`src/rtl/apb_master_if.sv`:
```
`timescale 1ns/1ps
`default_nettype none
// +--------------------------------------------------------------------------+
// | Module   : apb_master_if                                                 |
// | Summary  : command, response and APB signal bundle for apb_master        |
// | Revision : 1.0                                                           |
// +--------------------------------------------------------------------------+
interface apb_master_if #(
   parameter int ADDR_WIDTH = 32,
   parameter int DATA_WIDTH = 32
);
   localparam int STRB_WIDTH = DATA_WIDTH / 8;

   logic                  cmd_valid;
   logic                  cmd_ready;
   logic                  cmd_write;
   logic [ADDR_WIDTH-1:0] cmd_addr;
   logic [DATA_WIDTH-1:0] cmd_wdata;
   logic [STRB_WIDTH-1:0] cmd_strb;

   logic                  resp_valid;
   logic                  resp_ready;
   logic [DATA_WIDTH-1:0] resp_rdata;
   logic                  resp_err;
   logic                  resp_timeout;

   logic [ADDR_WIDTH-1:0] PADDR;
   logic                  PSELx;
   logic                  PENABLE;
   logic                  PWRITE;
   logic [DATA_WIDTH-1:0] PWDATA;
   logic [STRB_WIDTH-1:0] PSTRB;
   logic [DATA_WIDTH-1:0] PRDATA;
   logic                  PREADY;
   logic                  PSLVERR;

   modport master (
      input  cmd_valid, cmd_write, cmd_addr, cmd_wdata, cmd_strb,
      output cmd_ready,
      output resp_valid, resp_rdata, resp_err, resp_timeout,
      input  resp_ready,
      output PADDR, PSELx, PENABLE, PWRITE, PWDATA, PSTRB,
      input  PRDATA, PREADY, PSLVERR
   );

   modport slave (
      output cmd_valid, cmd_write, cmd_addr, cmd_wdata, cmd_strb,
      input  cmd_ready,
      input  resp_valid, resp_rdata, resp_err, resp_timeout,
      output resp_ready,
      input  PADDR, PSELx, PENABLE, PWRITE, PWDATA, PSTRB,
      output PRDATA, PREADY, PSLVERR
   );
endinterface
`default_nettype wire

```
`src/rtl/apb_master.sv`:
```
`timescale 1ns/1ps
`default_nettype none
// +--------------------------------------------------------------------------+
// | Module   : apb_master                                                    |
// | Summary  : single-outstanding command/response to APB bridge, timeout    |
// | Revision : 1.0                                                           |
// +--------------------------------------------------------------------------+
module apb_master #(
   parameter int ADDR_WIDTH = 32,
   parameter int DATA_WIDTH = 32,
   parameter int TIMEOUT    = 16
) (
   input wire           PCLK,
   input wire           PRESETn,
   apb_master_if.master bus
);
   localparam int STRB_WIDTH = DATA_WIDTH / 8;
   localparam int CNT_WIDTH  = (TIMEOUT > 1) ? $clog2(TIMEOUT) : 1;
   localparam logic [CNT_WIDTH-1:0] CNT_LAST = (TIMEOUT > 0) ? CNT_WIDTH'(TIMEOUT - 1) : '0;
   localparam bit TIMEOUT_EN = (TIMEOUT != 0);

   typedef enum logic [1:0] {
      ST_IDLE   = 2'd0,
      ST_SETUP  = 2'd1,
      ST_ACCESS = 2'd2,
      ST_RESP   = 2'd3
   } state_e;

   state_e                state_q,        state_d;
   logic                  cmd_ready_q,    cmd_ready_d;
   logic                  psel_q,         psel_d;
   logic                  penable_q,      penable_d;
   logic                  pwrite_q,       pwrite_d;
   logic [ADDR_WIDTH-1:0] paddr_q,        paddr_d;
   logic [DATA_WIDTH-1:0] pwdata_q,       pwdata_d;
   logic [STRB_WIDTH-1:0] pstrb_q,        pstrb_d;
   logic                  resp_valid_q,   resp_valid_d;
   logic [DATA_WIDTH-1:0] resp_rdata_q,   resp_rdata_d;
   logic                  resp_err_q,     resp_err_d;
   logic                  resp_timeout_q, resp_timeout_d;
   logic [CNT_WIDTH-1:0]  cnt_q,          cnt_d;

   always_comb begin
      state_d        = state_q;
      cmd_ready_d    = cmd_ready_q;
      psel_d         = psel_q;
      penable_d      = penable_q;
      pwrite_d       = pwrite_q;
      paddr_d        = paddr_q;
      pwdata_d       = pwdata_q;
      pstrb_d        = pstrb_q;
      resp_valid_d   = resp_valid_q;
      resp_rdata_d   = resp_rdata_q;
      resp_err_d     = resp_err_q;
      resp_timeout_d = resp_timeout_q;
      cnt_d          = cnt_q;

      case (state_q)
         ST_IDLE: begin
            if (bus.cmd_valid && cmd_ready_q) begin
               // Reads carry no write data or strobes onto the bus.
               paddr_d     = bus.cmd_addr;
               pwrite_d    = bus.cmd_write;
               pwdata_d    = bus.cmd_write ? bus.cmd_wdata : '0;
               pstrb_d     = bus.cmd_write ? bus.cmd_strb  : '0;
               psel_d      = 1'b1;
               cmd_ready_d = 1'b0;
               state_d     = ST_SETUP;
            end
         end
         ST_SETUP: begin
            penable_d = 1'b1;
            cnt_d     = '0;
            state_d   = ST_ACCESS;
         end
         ST_ACCESS: begin
            if (bus.PREADY) begin
               resp_rdata_d   = pwrite_q ? '0 : bus.PRDATA;
               resp_err_d     = bus.PSLVERR;
               resp_timeout_d = 1'b0;
               psel_d         = 1'b0;
               penable_d      = 1'b0;
               resp_valid_d   = 1'b1;
               state_d        = ST_RESP;
            end else if (TIMEOUT_EN && (cnt_q == CNT_LAST)) begin
               // Last permitted wait cycle with no PREADY: abandon the slave.
               resp_rdata_d   = '0;
               resp_err_d     = 1'b1;
               resp_timeout_d = 1'b1;
               psel_d         = 1'b0;
               penable_d      = 1'b0;
               resp_valid_d   = 1'b1;
               state_d        = ST_RESP;
            end else begin
               cnt_d = cnt_q + CNT_WIDTH'(1);
            end
         end
         ST_RESP: begin
            if (bus.resp_ready) begin
               resp_valid_d = 1'b0;
               cmd_ready_d  = 1'b1;
               state_d      = ST_IDLE;
            end
         end
         default: begin
            state_d = ST_IDLE;
         end
      endcase
   end

   always_ff @(posedge PCLK) begin
      if (!PRESETn) begin
         state_q        <= ST_IDLE;
         cmd_ready_q    <= 1'b1;
         psel_q         <= 1'b0;
         penable_q      <= 1'b0;
         pwrite_q       <= 1'b0;
         paddr_q        <= '0;
         pwdata_q       <= '0;
         pstrb_q        <= '0;
         resp_valid_q   <= 1'b0;
         resp_rdata_q   <= '0;
         resp_err_q     <= 1'b0;
         resp_timeout_q <= 1'b0;
         cnt_q          <= '0;
      end else begin
         state_q        <= state_d;
         cmd_ready_q    <= cmd_ready_d;
         psel_q         <= psel_d;
         penable_q      <= penable_d;
         pwrite_q       <= pwrite_d;
         paddr_q        <= paddr_d;
         pwdata_q       <= pwdata_d;
         pstrb_q        <= pstrb_d;
         resp_valid_q   <= resp_valid_d;
         resp_rdata_q   <= resp_rdata_d;
         resp_err_q     <= resp_err_d;
         resp_timeout_q <= resp_timeout_d;
         cnt_q          <= cnt_d;
      end
   end

   assign bus.cmd_ready    = cmd_ready_q;
   assign bus.PSELx        = psel_q;
   assign bus.PENABLE      = penable_q;
   assign bus.PWRITE       = pwrite_q;
   assign bus.PADDR        = paddr_q;
   assign bus.PWDATA       = pwdata_q;
   assign bus.PSTRB        = pstrb_q;
   assign bus.resp_valid   = resp_valid_q;
   assign bus.resp_rdata   = resp_rdata_q;
   assign bus.resp_err     = resp_err_q;
   assign bus.resp_timeout = resp_timeout_q;
endmodule
`default_nettype wire

```
`src/flat_wrapper.sv`:
```
// flat-port wrapper written by rule: the top's interface ports become plain ports
module apb_master_flat 
#(
   parameter int ADDR_WIDTH = 32,
   parameter int DATA_WIDTH = 32,
   parameter int TIMEOUT    = 16
)
  (PCLK, PRESETn, bus_cmd_valid, bus_cmd_write, bus_cmd_addr, bus_cmd_wdata, bus_cmd_strb, bus_cmd_ready, bus_resp_valid, bus_resp_rdata, bus_resp_err, bus_resp_timeout, bus_resp_ready, bus_PADDR, bus_PSELx, bus_PENABLE, bus_PWRITE, bus_PWDATA, bus_PSTRB, bus_PRDATA, bus_PREADY, bus_PSLVERR);
  apb_master_if #(.ADDR_WIDTH(ADDR_WIDTH), .DATA_WIDTH(DATA_WIDTH)) bus_i ();
  input wire PCLK;
  input wire PRESETn;
  input wire logic [$bits(bus_i.cmd_valid)-1:0] bus_cmd_valid;
  input wire logic [$bits(bus_i.cmd_write)-1:0] bus_cmd_write;
  input wire logic [$bits(bus_i.cmd_addr)-1:0] bus_cmd_addr;
  input wire logic [$bits(bus_i.cmd_wdata)-1:0] bus_cmd_wdata;
  input wire logic [$bits(bus_i.cmd_strb)-1:0] bus_cmd_strb;
  output wire logic [$bits(bus_i.cmd_ready)-1:0] bus_cmd_ready;
  output wire logic [$bits(bus_i.resp_valid)-1:0] bus_resp_valid;
  output wire logic [$bits(bus_i.resp_rdata)-1:0] bus_resp_rdata;
  output wire logic [$bits(bus_i.resp_err)-1:0] bus_resp_err;
  output wire logic [$bits(bus_i.resp_timeout)-1:0] bus_resp_timeout;
  input wire logic [$bits(bus_i.resp_ready)-1:0] bus_resp_ready;
  output wire logic [$bits(bus_i.PADDR)-1:0] bus_PADDR;
  output wire logic [$bits(bus_i.PSELx)-1:0] bus_PSELx;
  output wire logic [$bits(bus_i.PENABLE)-1:0] bus_PENABLE;
  output wire logic [$bits(bus_i.PWRITE)-1:0] bus_PWRITE;
  output wire logic [$bits(bus_i.PWDATA)-1:0] bus_PWDATA;
  output wire logic [$bits(bus_i.PSTRB)-1:0] bus_PSTRB;
  input wire logic [$bits(bus_i.PRDATA)-1:0] bus_PRDATA;
  input wire logic [$bits(bus_i.PREADY)-1:0] bus_PREADY;
  input wire logic [$bits(bus_i.PSLVERR)-1:0] bus_PSLVERR;
  assign bus_i.cmd_valid = bus_cmd_valid;
  assign bus_i.cmd_write = bus_cmd_write;
  assign bus_i.cmd_addr = bus_cmd_addr;
  assign bus_i.cmd_wdata = bus_cmd_wdata;
  assign bus_i.cmd_strb = bus_cmd_strb;
  assign bus_cmd_ready = bus_i.cmd_ready;
  assign bus_resp_valid = bus_i.resp_valid;
  assign bus_resp_rdata = bus_i.resp_rdata;
  assign bus_resp_err = bus_i.resp_err;
  assign bus_resp_timeout = bus_i.resp_timeout;
  assign bus_i.resp_ready = bus_resp_ready;
  assign bus_PADDR = bus_i.PADDR;
  assign bus_PSELx = bus_i.PSELx;
  assign bus_PENABLE = bus_i.PENABLE;
  assign bus_PWRITE = bus_i.PWRITE;
  assign bus_PWDATA = bus_i.PWDATA;
  assign bus_PSTRB = bus_i.PSTRB;
  assign bus_i.PRDATA = bus_PRDATA;
  assign bus_i.PREADY = bus_PREADY;
  assign bus_i.PSLVERR = bus_PSLVERR;
  apb_master #(.ADDR_WIDTH(ADDR_WIDTH), .DATA_WIDTH(DATA_WIDTH), .TIMEOUT(TIMEOUT)) u_core (.PCLK(PCLK), .PRESETn(PRESETn), .bus(bus_i));
endmodule
```
`config.mk`:
```
export PLATFORM = sky130hd
export DESIGN_NAME = apb_master_flat
export DESIGN_NICKNAME = d
export VERILOG_FILES = /design/src/rtl/apb_master_if.sv /design/src/rtl/apb_master.sv /design/src/flat_wrapper.sv
export SDC_FILE = /design/constraint.sdc
export NUM_CORES = 1
export LEC_CHECK = 0
export CAP_MARGIN = 15
export CORE_MARGIN = 3
export CORE_UTILIZATION = 42
export CTS_BUF_LIST = sky130_fd_sc_hd__clkbuf_4
export CTS_CLUSTER_SIZE = 25
export DETAILED_ROUTE_END_ITERATION = 16
export HOLD_SLACK_MARGIN = 0.05
export PLACE_DENSITY_LB_ADDON = 0.3
export SYNTH_ARGS = -nofsm -noshare
export SYNTH_HDL_FRONTEND = slang
export SYNTH_SLANG_ARGS = --single-unit
export TNS_END_PERCENT = 50
```
`constraint.sdc`:
```
create_clock -name PCLK -period 2 [get_ports PCLK]
set_clock_uncertainty 0.05 [all_clocks]
set_input_delay 0.4 -clock PCLK [delete_from_list [all_inputs] [get_ports PCLK]]
set_output_delay 0.4 -clock PCLK [all_outputs]
set_load 0.01 [all_outputs]
```
==> out/qor.yml <==
power_leakage_nw: 2.58
timing.hold.ws_ns: 0.380
ys_seq_area_frac: 0.516
cts_max_level: 4
hold_viol_final: 0
coreArea_um2: 9950
grt_max_degree: 70
status: "finished, final reports clean"
yosysTopAreaCell: "dfxtp_1"
grt_pass1_wl_um: 21300
ctsLongestPathBuffers: 2
crit_chain: "inv_1 -> ha_2 -> and4_4 -> or4b_4 -> o32ai_1"
startpoint: "u_core.state_q[0]$_SDFFE_PN0P_"
fin_crit_sh: 0.957
die_w_um: 108
reg2regPathDepth: 5
gr-total-overflow: 0
boundaryPins: 214
tightest_slew_ns: 0.514
drc_errors: 0
clkSinkCount: 113
port_buffers: 213
r2r-start: "u_core.state_q[0]$_SDFFE_PN0P_"
netlist_area_um2: 4380
dp_hpwl_um: 9760
drtIter0Drc: 221
synth.area.top_cells: "dfxtp_1 (52%), nand2_1 (13%), a21oi_1 (12%), a31o_2 (6.2%), nand3_1 (4.3%)"
endpoint_kind: "flop"
clk_pin_slew_ns: 0.10
async_flop_share: 0
drive_above_1_share: 0.113
die_area_um2: 11700
vias_per_cell: 5.10
endpoint: "u_core.cnt_q[3]$_SDFFE_PN0P_"
hold_start: "bus_cmd_addr[14]"
critPathMaxFanout: 9
clock_latency_ns: 0.50
setup_tns_ns: 0
firstDrtPassIters: 5
root_buffer: "clkbuf_4"
drv_cap: 0
worstSetupStartpointType: "flop"
fmax_mhz: 523
synth-seq-cells: 113
yosysUniqueCellTypes: 34
gp_congestion: 0.795
relSlewSlack: 0.648
rows: 36
cts_buffers: 17
syn_area_per_cell_um2: 8.19
syn_nets: 648
synth_edf_count: 0
slew_viol_final: 0
yosysWarnings: 0
area_delta_synth_final_pct: 60.2
cellPowerDensity_nw_per_um2: 964
yosysTopAreaCellShare: 0.516
die_h_um: 108
crit_slowest_cell: "or4b_4"
cts_tree: "yes"
first_global_vias: 4423
vdd_ir_drop_max_mv: 0.569
via_count: 4502
crit_type: "reg2reg"
wl_um: 13600
critPathArrivalTime_ns: 2.26
slowest_delay_ns: 0.55
hold_buffers: 0
rsz0062_at_grt: "false"
hold_path.class: "in2reg"
layout_common_cells: "clkdlybuf4s50_1 (212), nand2_1 (146), dfxtp_1 (111)"
initial_core_util: 0.440
n_antenna_cell: 0
antenna_found_initial: 0
layout.nets: 849
ys_dominant_reg_cell: "dfxtp_1"
grt_usage: 0.229
required_ns: 2.35
synth_cells: 535
setup_viol: 0
r2r-end: "u_core.cnt_q[3]$_SDFFE_PN0P_"
ant_nets: 0
final_common_cell: "clkdlybuf4s50_1"
r2r_slack_ns: 0.09
period_needed_ns: 1.91
wire_per_inst_um: 15.4
## synth_stat cells (3+ instances only)
cell and n:
nand2_1 146, dfxtp_1 113, a21oi_1 107, nand3_1 38
clkbuf_1 36, a31o_2 31, inv_1 10, buf_1 6
ha_1 6, buf_2 5, o21ai_0 4, a2111oi_0 3
nor2_1 3
## report_power, final
group          internal [mW]  total, mW  switching [mW]
clock                   1.11       1.94           0.838
sequential              2.52       2.69           0.164
combinational           1.03       2.14            1.11
## how the worst min path moves through the flow
stage          cells past startpoint  slack, ns                                  to
3_3_place_gp                       2       0.39  u_core.bus.PWDATA[28]$_SDFFE_PN0P_
4_1_cts                            3       0.33   u_core.bus.PADDR[14]$_SDFFE_PN0P_
3_5_place_dp                       2       0.39   u_core.bus.PWDATA[7]$_SDFFE_PN0P_
2_1_floorplan                      2       0.42       u_core.bus.PSELx$_SDFFE_PN0P_
6_report                           3       0.38   u_core.bus.PADDR[14]$_SDFFE_PN0P_
5_1_grt                            3       0.35   u_core.bus.PADDR[21]$_SDFFE_PN0P_
## state kept, by name, summed over array words and instances (netlist names)
register	flops
u_core.bus.PENABLE	1
u_core.state_q	2
u_core.bus.resp_valid	1
u_core.bus.PADDR	32
u_core.bus.PSELx	1
u_core.bus.cmd_ready	1
u_core.bus.resp_rdata	32
u_core.bus.PSTRB	4
u_core.bus.PWDATA	32
u_core.bus.PWRITE	1
u_core.bus.resp_timeout	1
u_core.bus.resp_err	1
u_core.cnt_q	4
## metal layers
metal	global-route usage	up-vias	share of wire
met2	0.402	181	0.50
met3	0.0901	15	0.10
met4	0.0812	0	0.011
met5	0	-	0
li1	-	2243	-
met1	0.252	2063	0.39
## cells by family after synthesis
group / after synthesis / synth area share
buf+inv: 58 / 0.0528
fa+ha+maj: 6 / 0.0171
compound gates: 159 / 0.221
mux: 2 / 0.00457
flops: 113 / 0.516
simple gates: 197 / 0.188
## repair_timing
action | CTS | global route
cloned | 0 | 0
setup buffers | 0 | 0
resized for setup | 2 | 2
setup endpoints to repair | 2 | 2
## worst max-delay path: cells and delay by family (launching register included)
| family | cells | cell delay (ns) |
|---|---|---|
| AO/OA/AOI/OAI | 1 | 0.31 |
| flip-flops | 1 | 0.37 |
| adder cells (fa/ha/maj) | 1 | 0.24 |
| buffers and inverters | 1 | 0.08 |
| AND/OR/NAND/NOR | 2 | 0.76 |
## cell type report
class                           count  area (um2)
Clock buffer                       18         135
Fill cell                         763        2930
Sequential cell                   113        2260
Timing Repair Buffer              230        2320
Multi-Input combinational cell    364        1900
Inverter                           10        37.5
Clock inverter                     14         194
Tap cell                          133         166
## stage by stage
step | util | area (um2) | std cells | worst slack (ns) | total power, mW
global placement | 0.672 | 6690 | 850 | 0.0645 | 4.81
CTS | 0.705 | 7020 | 882 | 0.0220 | 6.84
detailed placement | 0.672 | 6690 | 850 | -0.0352 | 4.88
floorplan | - | 4380 | 535 | 0.150 | 3.83
global route | 0.706 | 7020 | 882 | 0.00735 | 7.18
finish | 0.706 | 7020 | 882 | 0.0869 | 6.77
No activity file was read; power rests on OpenSTA's default activity.
